[config.mk]
export PLATFORM = sky130hd
export DESIGN_NAME = uart_rx_deserializer
export DESIGN_NICKNAME = d
export VERILOG_FILES = /design/src/rtl/uart_pkg.sv /design/src/rtl/uart_sync2.sv /design/src/rtl/uart_rx_deserializer.sv
export SDC_FILE = /design/constraint.sdc
export NUM_CORES = 1
export LEC_CHECK = 0
export CAP_MARGIN = 0
export CORE_MARGIN = 4
export CORE_UTILIZATION = 34
export CTS_BUF_LIST = sky130_fd_sc_hd__clkbuf_4
export DETAILED_ROUTE_END_ITERATION = 16
export PLACE_DENSITY = 0.59
export SYNTH_ARGS = -nofsm -noshare
export SYNTH_HDL_FRONTEND = slang
export SYNTH_SLANG_ARGS = --single-unit
[constraint.sdc]
create_clock -name HCLK -period 1.7 [get_ports HCLK]
set_input_delay 0.34 -clock HCLK [delete_from_list [all_inputs] [get_ports HCLK]]
set_output_delay 0.34 -clock HCLK [all_outputs]
set_load 0.01 [all_outputs]
[src/rtl/uart_pkg.sv]
// Shared UART definitions: receiver FSM states and oversampling constants.
// Latency: n/a (types and constants only).
// Backpressure: n/a.
package uart_pkg;

  typedef enum logic [1:0] {
    IDLE,
    START,
    DATA,
    STOP
  } rx_state_t;

  localparam int         OVERSAMPLE = 16;
  localparam logic [3:0] MID_TICK   = 4'd7;
  localparam logic [3:0] LAST_TICK  = 4'd15;

endpackage

[src/rtl/uart_sync2.sv]
// Two-flop synchroniser for an asynchronous single-bit input.
// Latency: 2 clk cycles from d to q.
// Backpressure: none.
// Ports: clk, rst (sync, active-high), d (async in), q (synchronised out).
module uart_sync2 #(
  parameter logic RESET_VAL = 1'b1
) (
  input  logic clk,
  input  logic rst,
  input  logic d,
  output logic q
);

  logic meta;

  always_ff @(posedge clk) begin
    if (rst) begin
      meta <= RESET_VAL;
      q    <= RESET_VAL;
    end else begin
      meta <= d;
      q    <= meta;
    end
  end

endmodule

[src/rtl/uart_rx_deserializer.sv]
// UART receive front end: start-bit qualification, 8N1 LSB-first shift-in, one-entry holding register.
// Latency: rx_valid rises 1 HCLK after the stop-bit sampling tick.
// Backpressure: rx_valid/rx_ready; a byte completing while the holding register is full is dropped with overrun_err.
// Ports: HCLK, HRESET (sync, active-high), b_tick (16x baud pulse), RsRx (async serial in),
//        rx_data/rx_valid/rx_ready (holding register handshake), frame_err, overrun_err, busy.
module uart_rx_deserializer
  import uart_pkg::*;
#(
  parameter int DATA_BITS  = 8,
  parameter int OVERSAMPLE = uart_pkg::OVERSAMPLE
) (
  input  logic                 HCLK,
  input  logic                 HRESET,
  input  logic                 b_tick,
  input  logic                 RsRx,
  output logic [DATA_BITS-1:0] rx_data,
  output logic                 rx_valid,
  input  logic                 rx_ready,
  output logic                 frame_err,
  output logic                 overrun_err,
  output logic                 busy
);

  // Sample points derived from the oversampling ratio (7 and 15 at 16x).
  localparam logic [3:0] TICK_MID  = 4'(OVERSAMPLE / 2 - 1);
  localparam logic [3:0] TICK_LAST = 4'(OVERSAMPLE - 1);
  localparam logic [2:0] IDX_LAST  = 3'(DATA_BITS - 1);

  logic rx_s;

  rx_state_t            state_q, state_d;
  logic [3:0]           tick_cnt, tick_d;
  logic [2:0]           bit_idx, idx_d;
  logic [DATA_BITS-1:0] shreg, shreg_d;
  logic                 stop_ok, stop_bad;

  uart_sync2 #(.RESET_VAL(1'b1)) u_sync (
    .clk (HCLK),
    .rst (HRESET),
    .d   (RsRx),
    .q   (rx_s)
  );

  always_ff @(posedge HCLK) begin
    if (HRESET) begin
      state_q  <= IDLE;
      tick_cnt <= '0;
      bit_idx  <= '0;
      shreg    <= '0;
    end else begin
      state_q  <= state_d;
      tick_cnt <= tick_d;
      bit_idx  <= idx_d;
      shreg    <= shreg_d;
    end
  end

  always_comb begin
    state_d  = state_q;
    tick_d   = tick_cnt;
    idx_d    = bit_idx;
    shreg_d  = shreg;
    stop_ok  = 1'b0;
    stop_bad = 1'b0;
    case (state_q)
      IDLE: begin
        // Falling edge is acted on immediately; the tick phase is re-aligned in START.
        if (!rx_s) begin
          state_d = START;
          tick_d  = '0;
        end
      end
      START: begin
        if (b_tick) begin
          if (tick_cnt == TICK_MID) begin
            if (!rx_s) begin
              tick_d  = '0;
              idx_d   = '0;
              state_d = DATA;
            end else begin
              // Line returned high before mid-bit: noise, not a start bit.
              state_d = IDLE;
            end
          end else begin
            tick_d = tick_cnt + 4'd1;
          end
        end
      end
      DATA: begin
        if (b_tick) begin
          if (tick_cnt == TICK_LAST) begin
            shreg_d = {rx_s, shreg[DATA_BITS-1:1]};
            tick_d  = '0;
            if (bit_idx == IDX_LAST) begin
              state_d = STOP;
            end else begin
              idx_d = bit_idx + 3'd1;
            end
          end else begin
            tick_d = tick_cnt + 4'd1;
          end
        end
      end
      STOP: begin
        if (b_tick) begin
          if (tick_cnt == TICK_LAST) begin
            state_d  = IDLE;
            stop_ok  = rx_s;
            stop_bad = !rx_s;
          end else begin
            tick_d = tick_cnt + 4'd1;
          end
        end
      end
      default: state_d = IDLE;
    endcase
  end

  // Holding register. A simultaneous handshake frees the slot for the new byte.
  always_ff @(posedge HCLK) begin
    if (HRESET) begin
      rx_data     <= '0;
      rx_valid    <= 1'b0;
      frame_err   <= 1'b0;
      overrun_err <= 1'b0;
    end else begin
      frame_err   <= stop_bad;
      overrun_err <= stop_ok && rx_valid && !rx_ready;
      if (stop_ok && (!rx_valid || rx_ready)) begin
        rx_data  <= shreg;
        rx_valid <= 1'b1;
      end else if (rx_valid && rx_ready) begin
        rx_valid <= 1'b0;
      end
    end
  end

  assign busy = (state_q != IDLE);

endmodule

==> results of run 1 <==
cell type report:
| class | instances | area (µm²) | share of cell area, % |
|---|---|---|---|
| flip-flops and latches | 30 | 606 | 34.8 |
| clock inverters | 2 | 8.76 | 0.503 |
| well taps | 48 | 60.1 | 3.45 |
| repair buffers | 34 | 320 | 18.4 |
| multi-input cells | 100 | 691 | 39.7 |
| clock buffers | 6 | 45.0 | 2.59 |
| inverters | 3 | 11.3 | 0.647 |
timing repair:
action,4_1_cts,5_1_grt
gates resized for setup,1,10
setup endpoints to repair,1,10
pin swaps,0,3
gates cloned,0,0
flip-flops by register name, indices dropped and copies added (netlist names), named ones only:
register / cells
bit_idx: 3
frame_err: 1
overrun_err: 1
rx_data: 8
rx_valid: 1
shreg: 8
state_q: 1
tick_cnt: 4
u_sync.meta: 1
u_sync.q: 1
per-layer routing:
metal / track usage (%) / vias up / wire length, µm
met3: 5.68 / 5 / 127
met4: 6.26 / 0 / 38
met1: 13.2 / 493 / 1220
li1: - / 560 / -
met5: 0 / - / 0
met2: 18.9 / 21 / 1250
cell usage after synthesis:
cell	n
inv_1	3
o2111ai_1	2
a21boi_0	1
nand4_1	1
nand2_1	6
or2_2	4
nor3_1	3
nor2b_1	2
a21o_1	1
nand3_1	4
o21ai_0	6
clkbuf_2	2
nor4_1	1
buf_4	2
o32ai_1	1
nor2_1	20
dfxtp_1	30
nand2_4	1
or3_1	2
nor4b_4	1
clkbuf_1	3
and4bb_2	1
o21ai_1	1
nor3b_1	1
mux2i_1	17
buf_6	2
or3b_1	1
buf_2	1
a211oi_1	2
and3_1	2
a21oi_1	5
and2b_1	2
o311ai_0	1
a31oi_1	2
ha_1	3
nand2b_1	5
nor3_4	1
cells by family (layout without fill, tap and decap cells):
group | count (synthesis) | count (layout)
and+or+nand+nor | 58 | 58
DFF | 30 | 30
AOI/OAI and AO/OA | 22 | 22
muxes | 17 | 17
buffers and inverters | 13 | 45
adders and majority gates | 3 | 3
per-stage QoR:
stage	power (mW)	area, µm²	hold WS (ns)	TNS, ns
global route	1.26	1740	0.432	0
detailed placement	0.786	1670	0.406	-2.23
global placement	0.785	1670	0.396	-2.11
CTS	1.21	1720	0.420	0
finish	1.18	1740	0.416	0
floorplan	0.757	1360	0.389	0
worst reg2reg max path, stage by stage, from the launching register on:
cell,delay (ns)
dfxtp_2,0.34
ha_2,0.18
ha_2,0.17
and4bb_2,0.33
o21ai_2,0.06
or3b_1,0.34
a21oi_1,0.14
layout by cell type, fill, tap and decap left out, types with 2 or more instances in the layout:
cell type	n
dfxtp_1	26
nor2_1	20
mux2i_1	17
buf_4	16
clkdlybuf4s50_1	15
nand2_1	6
o21ai_0	6
clkbuf_4	6
nand2b_1	5
a21oi_1	5
or2_2	4
nand3_1	4
dfxtp_2	4
inv_1	3
nor3_1	3
ha_2	3
and3_1	2
nor2b_1	2
o2111ai_1	2
and2b_1	2
or3_1	2
a31oi_1	2
a211oi_1	2
buf_12	2
final timing paths:
path / slack [ns] / startpoint / to
max reg2reg: 0.08 / bit_idx[0]$_SDFFE_PP0P_ / bit_idx[0]$_SDFFE_PP0P_
min: 0.42 / u_sync.meta$_SDFF_PP1_ / u_sync.q$_SDFF_PP1_
min reg2reg: 0.42 / u_sync.meta$_SDFF_PP1_ / u_sync.q$_SDFF_PP1_
max: 0.08 / bit_idx[0]$_SDFFE_PP0P_ / bit_idx[0]$_SDFFE_PP0P_
where the power goes:
group | total (mW) | internal [mW] | switching, mW | leakage (nW)
Clock | 0.411 | 0.171 | 0.240 | 0.0331
Combinational | 0.0576 | 0.0305 | 0.0271 | 0.333
Sequential | 0.712 | 0.707 | 0.00513 | 0.244
==> impl_summary.txt, run 1 <==
----------------------------------------------------
[Run status]
  Result of the run ... completed

[Worst setup path]
  Critical path required time ... just under 2 ns
  Kind of start point of the critical path ... flop
  Crit Path Category ... reg -> reg
  Critical Path Slowest Stage Cell ... dfxtp_2
  CP peak stage delay ... between 0.3 and 0.4 ns
  Crit-path cells ... ha_2, ha_2, and4bb_2, o21ai_2, or3b_1, a21oi_1
  Largest delay contributor family on the critical path ... simple AND/OR/NAND/NOR gates
  Cell repeated most along the worst path ... ha_2
  Crit end category ... flop
  Crit path arrival time ... around 1.9 ns
  Largest driver fanout on the critical path ... 3
  Total stage count of the critical path ... 6
  Number of buffer and inverter instances along the worst setup path ... 0
  Number of cell instances on the worst register-to-register path ... 6

[Final layout]
  Number of filler instances in the final layout ... between 300 and 400
  Layout Area Growth over Synthesis ... 28.5%
  Final Non-Filler Cells ... between 200 and 250
  # diodes ... 0
  Total number of nets in the final design ... roughly 180
  Final core utilization ... 46.5%
  Layout cell share with drive strength beyond 1 ... approximately a quarter

[Yosys]
  Largest area contributor in the synthesized netlist ... dfxtp_1
  Number of standard cells after synthesis ... 143
  Total of flip-flops plus latches after synthesis ... 30
  Number of synthesis warnings ... 0
  Sequential area share after synthesis ... between 40% and 50%
  Post-Synth Simple-Gate Area ... roughly a quarter
  Mapped Nets ... approximately 150
  Portion of netlist area occupied by mux cells ... roughly an eighth
  Area fraction in compound gates after synthesis ... roughly a tenth
  Area share of the largest cell type after synthesis ... approximately 44%
  Mean Syn Cell Area ... approximately 9.5 µm²
  Syn Std Cell Area ... 1360 µm²
  Cell types with the largest area share after synthesis ... dfxtp_1, mux2i_1, nor2_1
  Adder-cell share of the synthesized area ... around 2.8%
  Post-synthesis cell type count ... 37
  Largest family of logic cells by synthesized area ... simple AND/OR/NAND/NOR gates
  Synthesized-area fraction occupied by xor and xnor cells ... 0%

[Power]
  Static leakage ... 0.611 nW
  Max VDD drop ... between 0.5 and 0.6 mV
  Power density normalized to cell area ... approximately 680 nW/µm²

[Timing]
  Measured slew at the worst slew-check pin ... approximately 0.46 ns
  Final setup violating endpoints ... 0
  Final max-slew violation count ... 0
  Setup repair after global routing missed its margin ... no
  Final worst path period share ... about 95%
  Worst Skew ... 0.00898 ns
  Crit path time final ... about 1.6 ns
  Max Fclk ... roughly 600 MHz
  Worst Setup Slack, final ... between 0.07 and 0.08 ns
  Hold Fails Final Rpt ... 0
  Worst slew margin ... 68.6%

[Place]
  Total half-perimeter wirelength after legalization and detailed placement ... 1.95 mm
  Final Wtd Congestion ... 0.722
  Total placed cells including tap cells ... 215
  Worst slack, placed ... -0.184 ns
  # port buffers ... 16

[CTS]
  Htree depth ... 2
  Register clock-pin slew on the reported worst setup and hold paths ... roughly 0.10 ns
  Post-CTS Repair Setup Buffers ... 0
  Latest clock arrival within the worst-skew pair ... between 0.3 and 0.4 ns
  Hold_buf cts ... 0
  Number of clock sinks ... 30
  Clock tree from TritonCTS ... done
  Number of buffers inserted during clock tree synthesis ... 5
  Clock buffer depth ... 2
  Root buffer cell ... clkbuf_4

[Floorplanning]
  Vert. Die Dim ... 71.1 µm
  Core area ... ~3700 µm²
  Die footprint ... just over 5000 µm²
  Number of I/O pins ... 17
  Initial core utilization ... a little over a third
  Width of the die ... 71.1 µm
  Site Rows ... 22

[Global routing]
  Initial antenna violation count ... 0
  Maximum number of pins on one net before global-route repair ... 17
  Number of global-route vias before repair ... roughly 1,100
  Tot GR Track Use ... around an eighth
  First-pass GRT wire length ... 4.66 mm
  Aggregate global routing overflow ... 0

[Routing]
  Violation count after the first detailed-route iteration ... 57
  Total number of vias ... around 1,100
  Post-DR wirelength/cell ... 11.8 µm
  Vias per cell ... 4.84
  Count of antenna-violating nets left after detailed routing ... 0
  DRC violations left ... 0
  Wire length reported by the detailed router ... about 2.6 mm
  First drt pass iteration count ... 4

[Worst hold path]
  Cell depth of the worst hold path ... 1
  Hold WC Path Type ... reg -> reg

[Run]
  Max-cap viol count ... 0

----------------------------------------------------
Note: power is estimated with default switching activity, not from simulation.
==> inputs of run 2 (changes only) <==
- GPL_TIMING_DRIVEN: default -> 1
- SETUP_SLACK_MARGIN: default -> 0.15
==> run 2 against run 1 <==
Flip-flop and latch count unchanged. Sequential share of layout area is 1.4 points lower. Die area is the same. Non-clock buffer count increased by 2. Final cell count is 0.90% higher. Critical path depth unchanged. Combinational power rose by 2%. Clock-buffer cell count is 1 lower. Total power up 25%. Core utilization is 2.8 points higher. Design area grew 6.0%. Register-to-register slack gained 0.07 ns. Largest power group is now the clock network.
==> impl_summary.txt, run 2 (synthesized netlist as in run 1, its figures left out) <==
----------------------------------------------------
[Timing]
  Worst Skew ... 0.00592 ns (-0.00306 ns)
  Hold Slack ... 0.418 ns (+0.00237 ns)
  Worst Setup Slack, final ... 0.148 ns (+0.0685 ns)
  Setup tns final ... 0 ns (unchanged)
  Max Fclk ... 644 MHz (+4.4%)
  Final setup violating endpoints ... 0 (unchanged)
  Final max-slew violation count ... 0 (unchanged)
  Setup repair after global routing missed its margin ... yes
  Final worst path period share ... 91.3% (-4.0 points)
  Hold Fails Final Rpt ... 0 (unchanged)
  Worst slew margin ... 73.0% (+4.4 points)
  Crit path time final ... 1.55 ns (-0.0685 ns)
  Measured slew at the worst slew-check pin ... 0.404 ns (-0.0597 ns)

[Power]
  Static leakage ... 0.710 nW (+16%)
  Sequential fraction of design power ... 47.8% (-13 points)
  Total chip power ... 1.48 mW (+25%)
  Switching Fraction ... 19.9% (-3.1 points)
  Switching power ... 0.295 mW (+8.4%)
  Fraction of power consumed by the clock network ... 48.2% (+13 points)
  Proportion of power drawn by combinational gates ... 4.0% (-0.9 points)
  Power Internal ... 1.19 mW (+30%)
  Power density normalized to cell area ... 802 nW/µm² (+18%)
  Max VDD drop ... 0.457 mV (-9.7%)

[Run]
  Max-cap viol count ... 0 (unchanged)

[Worst setup path]
  Cell repeated most along the worst path ... ha_4
  Critical Path Slowest Stage Cell ... dfxtp_2
  Crit Path Category ... reg -> reg
  Crit. Startpoint ... bit_idx[0]$_SDFFE_PP0P_
  Crit-path cells ... ha_4, ha_4, and4bb_2, o21ai_2, or3b_1, a21oi_1
  Crit end category ... flop
  Reg2Reg Setup Slack ... 0.15 ns (+0.07 ns)
  Critical path required time ... 1.97 ns (about the same)
  Crit path arrival time ... 1.82 ns (-0.07 ns)
  Largest driver fanout on the critical path ... 3 (unchanged)
  CP peak stage delay ... 0.35 ns (about the same)
  Critical register-to-register path startpoint ... bit_idx[0]$_SDFFE_PP0P_
  Kind of start point of the critical path ... flop

[Routing]
  DRC violations left ... 0 (unchanged)
  Wire length reported by the detailed router ... 2.85 mm (+7.8%)
  Vias per cell ... 5.02 (+3.8%)
  Count of antenna-violating nets left after detailed routing ... 0 (unchanged)
  Total number of vias ... 1,130 (+4.7%)
  First drt pass iteration count ... 4 (unchanged)
  Post-DR wirelength/cell ... 12.6 µm (+6.9%)
  Violation count after the first detailed-route iteration ... 54 (-5.3%)

[CTS]
  Hold_buf cts ... 0 (unchanged)
  Clock tree from TritonCTS ... done
  Number of clock sinks ... 30 (unchanged)
  Latest clock arrival within the worst-skew pair ... 0.33 ns (about the same)
  Clock buffer depth ... 2 (unchanged)
  Htree depth ... 2 (unchanged)
  Root buffer cell ... clkbuf_4
  Number of buffers inserted during clock tree synthesis ... 5 (unchanged)
  Register clock-pin slew on the reported worst setup and hold paths ... 0.10 ns (about the same)

[Floorplanning]
  Vert. Die Dim ... 71.1 µm (unchanged)
  Die footprint ... 5060 µm² (unchanged)
  Core area ... 3740 µm² (unchanged)
  Number of I/O pins ... 17 (unchanged)
  Initial core utilization ... 36.2% (unchanged)
  Site Rows ... 22 (unchanged)
  Width of the die ... 71.1 µm (unchanged)

[Place]
  # port buffers ... 16 (unchanged)
  Final Wtd Congestion ... 0.811 (+12%)
  Total half-perimeter wirelength after legalization and detailed placement ... 1.91 mm (-2.2%)
  Total placed cells including tap cells ... 212 (-1.4%)
  Worst slack, placed ... -0.141 ns (+0.0428 ns)
  Total placed instance area ... 1640 µm² (-1.9%)

[Final layout]
  Largest registers ranked by flip-flop count ... rx_data x8, shreg x8, tick_cnt x4
  Final Non-Filler Cells ... 225 (+0.90%)
  Cell area after layout ... 1850 µm² (+6.0%)
  Most common library cell in the layout ignoring fill and taps ... dfxtp_1
  Total number of nets in the final design ... 184 (+1.1%)
  Final core utilization ... 49.3% (+2.8 points)
  Layout Area Growth over Synthesis ... 36.3%
  Most used cells in the layout excluding fill and tap cells ... dfxtp_1, nor2_1, mux2i_1, buf_4, dlygate4sd2_1
  Layout cell share with drive strength beyond 1 ... 27.7% (+4.3 points)
  # diodes ... 0 (unchanged)

[Worst hold path]
  Hold WC Path Type ... reg -> reg
  Hold Startpoint ... u_sync.meta$_SDFF_PP1_

[Global routing]
  Tot GR Track Use ... 12.0% (+0.036 points)
  Initial antenna violation count ... 0 (unchanged)
  Aggregate global routing overflow ... 0 (unchanged)
  Number of global-route vias before repair ... 1,080 (+2.1%)
  First-pass GRT wire length ... 4.82 mm (+3.4%)
  Maximum number of pins on one net before global-route repair ... 17 (unchanged)

[Run status]
  Result of the run ... completed

----------------------------------------------------
-- run 2: cell types whose count changed in the layout (fill, tap and decap cells not counted), sizes merged --
| cell | before | now |
|---|---|---|
| dlygate4sd2 | 0 | 10 |
| clkinv | 2 | 1 |
| bufinv | 0 | 2 |
| clkdlybuf4s50 | 15 | 4 |
| clkdlybuf4s15 | 1 | 0 |
| dlymetal6s2s | 0 | 1 |
| buf | 18 | 21 |
| clkbuf | 6 | 5 |
-- run 2: timing repair --
action | CTS | global route
resized for setup | 27 | 11
pin swaps | 3 | 6
cloned | 0 | 0
buffers inserted | 2 | 3
setup endpoints to repair | 32 | 24
-- run 2: worst paths after layout --
check                            endpoint  cells after the start
hold reg to reg       u_sync.q$_SDFF_PP1_                      1
setup reg to reg  bit_idx[0]$_SDFFE_PP0P_                      6
setup / recovery  bit_idx[0]$_SDFFE_PP0P_                      6
hold / removal        u_sync.q$_SDFF_PP1_                      1
-- run 2: cell type report --
cell class,instances,area [µm²]
clock buffers,5,37.5
flip-flops and latches,30,616
repair buffers,36,315
multi-input cells,100,743
well taps,48,60.1
clock inverters,3,63.8
fillers,361,1900
inverters,3,11.3
-- run 2: layer usage --
metal,global-route usage [%],vias up,routed length (µm)
met3,3.13,8,99
met2,18.7,22,1320
met4,7.31,0,59
li1,-,564,-
met5,0,-,0
met1,14.6,536,1360
-- run 2: power groups by stage --
stage	combinational (mW)	clock, mW	sequential (mW)
6_report	0.0590	0.714	0.707
5_1_grt	0.0649	0.754	0.708
3_5_place_dp	0.0563	0	0.728
4_1_cts	0.0574	0.727	0.710
2_1_floorplan	0.0316	0	0.726
3_3_place_gp	0.0555	0	0.727
-- run 2: worst max-delay path, delay by kind of cell, from the launching register on --
kind                     cells  cell delay (ns)
AND/OR/NAND/NOR              2             0.66
flip-flops                   1             0.35
adder cells (fa/ha/maj)      2             0.31
AO/OA/AOI/OAI                2             0.17
==> inputs of run 3 (changes only) <==
- GPL_TIMING_DRIVEN: 1 -> default
- clock period: 1.7 -> 2 ns (I/O delays scaled with it)
==> run 3 against run 2 <==
Sequential share of layout area rose by 3.1 points. Via count fell by 6.3%. Worst hold slack got worse by 0.0013 ns. Largest cell class unchanged. Highest routed layer unchanged.
==> impl_summary.txt, run 3 (synthesized netlist as in run 1, its figures left out) <==
----------------------------------------------------
[Routing]
  DRC violations left ... 0 (unchanged)
  Vias per cell ... 5.00 (-0.54%)
  Total number of vias ... 1,059 (-6.3%)
  Post-DR wirelength/cell ... 12.6 µm (-0.21%)
  Violation count after the first detailed-route iteration ... 84 (+56%)
  Wire length reported by the detailed router ... 2.68 mm (-6.0%)
  Count of antenna-violating nets left after detailed routing ... 0 (unchanged)
  First drt pass iteration count ... 4 (unchanged)

[Timing]
  Setup tns final ... 0 ns (unchanged)
  Worst Skew ... 0.00472 ns (-0.00120 ns)
  Final setup violating endpoints ... 0 (unchanged)
  Worst slew margin ... 68.4% (-4.6 points)
  Hold Fails Final Rpt ... 0 (unchanged)
  Max Fclk ... 579 MHz
  Final max-slew violation count ... 0 (unchanged)
  Hold Slack ... 0.417 ns (-0.00130 ns)
  Final worst path period share ... about 86%
  Setup repair after global routing missed its margin ... no
  Worst Setup Slack, final ... 0.274 ns (+0.126 ns)
  Crit path time final ... 1.73 ns
  Measured slew at the worst slew-check pin ... 0.473 ns (+0.0694 ns)

[Power]
  Max VDD drop ... 0.410 mV (-10%)
  Power density normalized to cell area ... 589 nW/µm² (-27%)
  Fraction of power consumed by the clock network ... 33.1% (-15 points)
  Switching Fraction ... 22.9% (+3.0 points)
  Power Internal ... 0.750 mW (-37%)
  Sequential fraction of design power ... 62.2% (+14 points)
  Proportion of power drawn by combinational gates ... 4.7% (+0.7 points)
  Switching power ... 0.223 mW (-25%)
  Static leakage ... 0.570 nW (-20%)

[Place]
  # port buffers ... 16 (unchanged)
  Total half-perimeter wirelength after legalization and detailed placement ... 1.93 mm (+1.0%)
  Total placed instance area ... 1600 µm² (-2.7%)
  Final Wtd Congestion ... 0.752 (-7.2%)
  Worst slack, placed ... 0.0485 ns (+0.190 ns)

[Final layout]
  Layout Area Growth over Synthesis ... 21.8%
  Cell area after layout ... 1650 µm² (-11%)
  Layout cell share with drive strength beyond 1 ... 14.6% (-13 points)
  Largest registers ranked by flip-flop count ... rx_data x8, shreg x8, tick_cnt x4
  Total number of nets in the final design ... 172 (-6.5%)
  Number of filler instances in the final layout ... 387 (+7.2%)
  Most common library cell in the layout ignoring fill and taps ... dfxtp_1
  # diodes ... 0 (unchanged)
  Most used cells in the layout excluding fill and tap cells ... dfxtp_1, nor2_1, mux2i_1

[Worst setup path]
  Kind of start point of the critical path ... flop
  Number of buffer and inverter instances along the worst setup path ... 1 (+1)
  CP peak stage delay ... 0.36 ns (about the same)
  Crit path arrival time ... 1.33 ns (-0.49 ns)
  Crit end category ... output pin
  Largest driver fanout on the critical path ... 7 (+4)
  Critical Path Slowest Stage Cell ... dfxtp_1
  Largest delay contributor family on the critical path ... flip-flops
  Critical path required time ... 1.60 ns (-0.37 ns)
  Crit Path Category ... reg -> out
  Crit-path cells ... or2_2, dlygate4sd2_1

[Global routing]
  Met1 Resource Use GR ... 12.8% (-1.7 points)
  First-pass GRT wire length ... 4.72 mm (-2.0%)
  Aggregate global routing overflow ... 0 (unchanged)
  Number of global-route vias before repair ... 1,125 (+4.2%)
  Initial antenna violation count ... 0 (unchanged)
  Met2 routing resource usage after global routing ... 19.8% (+1.0 points)
  Tot GR Track Use ... 11.7% (-0.27 points)
  Met3 routing resource usage after global routing ... 3.84% (+0.71 points)
  Most congested layer reported by global routing ... met2
  Maximum number of pins on one net before global-route repair ... 28 (+11)

[CTS]
  Hold_buf cts ... 0 (unchanged)
  Register clock-pin slew on the reported worst setup and hold paths ... 0.09 ns (about the same)
  Latest clock arrival within the worst-skew pair ... 0.32 ns (about the same)
  Htree depth ... 2 (unchanged)
  Count of cells resized by post-cts repair ... 2 (-93%)
  Post-CTS Repair Setup Buffers ... 0 (-2)
  Root buffer cell ... clkbuf_4
  Clock buffer depth ... 2 (unchanged)
  Number of buffers inserted during clock tree synthesis ... 5 (unchanged)
  Clock tree from TritonCTS ... done
  Number of clock sinks ... 30 (unchanged)

[Floorplanning]
  Number of I/O pins ... 17 (unchanged)
  Site Rows ... 22 (unchanged)
  Initial core utilization ... 36.2% (unchanged)
  Width of the die ... 71.1 µm (unchanged)
  Vert. Die Dim ... 71.1 µm (unchanged)
  Die footprint ... 5060 µm² (unchanged)
  Core area ... 3740 µm² (unchanged)

[Worst hold path]
  Hold WC Path Type ... reg -> reg

[Run status]
  Result of the run ... completed

[Run]
  Max-cap viol count ... 0 (unchanged)

----------------------------------------------------
-- run 3: cell count changes in the layout (fill, tap and decap cells not counted), sizes merged --
cell / previous run / this run
dlymetal6s2s: 1 / 0
dlygate4sd2: 10 / 1
clkinv: 1 / 2
buf: 21 / 8
bufinv: 2 / 0
clkdlybuf4s50: 4 / 15
-- run 3: path summary, 6_finish.rpt --
path              slack, ns  cells after the start               startpoint                      end
hold reg to reg        0.42                      1   u_sync.meta$_SDFF_PP1_      u_sync.q$_SDFF_PP1_
hold / removal         0.42                      1   u_sync.meta$_SDFF_PP1_      u_sync.q$_SDFF_PP1_
setup / recovery       0.27                      2                     flop                     busy
setup reg to reg       0.29                      6  bit_idx[0]$_SDFFE_PP0P_  bit_idx[0]$_SDFFE_PP0P_
-- run 3: through the flow --
step,utilization [%],total power [mW],cells
after floorplan,-,0.644,143
after global placement,42.6,0.664,205
after detailed placement,42.6,0.665,205
after CTS,43.9,0.992,212
after global routing,44.1,1.03,212
final,44.1,0.972,212
-- run 3: final cells by class --
cell class | count | area [µm²] | area share, %
inverters | 3 | 11.3 | 0.682
clock inverters | 2 | 10.0 | 0.607
repair buffers | 24 | 244 | 14.8
well taps | 48 | 60.1 | 3.64
multi-input cells | 100 | 687 | 41.6
flip-flops and latches | 30 | 601 | 36.4
clock buffers | 5 | 37.5 | 2.27
-- run 3: routing by layer --
metal	vias up	routed length [µm]
li1	541	-
met1	492	1140
met2	20	1380
met3	6	108
met4	0	51
met5	-	0
-- run 3: worst register-to-register path, delay by kind of cell (launching register included) --
family	cells	cell delay, ns
AND/OR/NAND/NOR	2	0.69
flip-flops	1	0.33
adder cells (fa/ha/maj)	2	0.41
AO/OA/AOI/OAI	2	0.22
-- run 3: power by group through the flow --
stage / clock (mW) / sequential (mW) / combinational [mW]
floorplan: 0 / 0.617 / 0.0268
global placement: 0 / 0.619 / 0.0446
detailed placement: 0 / 0.619 / 0.0463
CTS: 0.341 / 0.605 / 0.0458
global route: 0.369 / 0.606 / 0.0504
finish: 0.321 / 0.605 / 0.0458
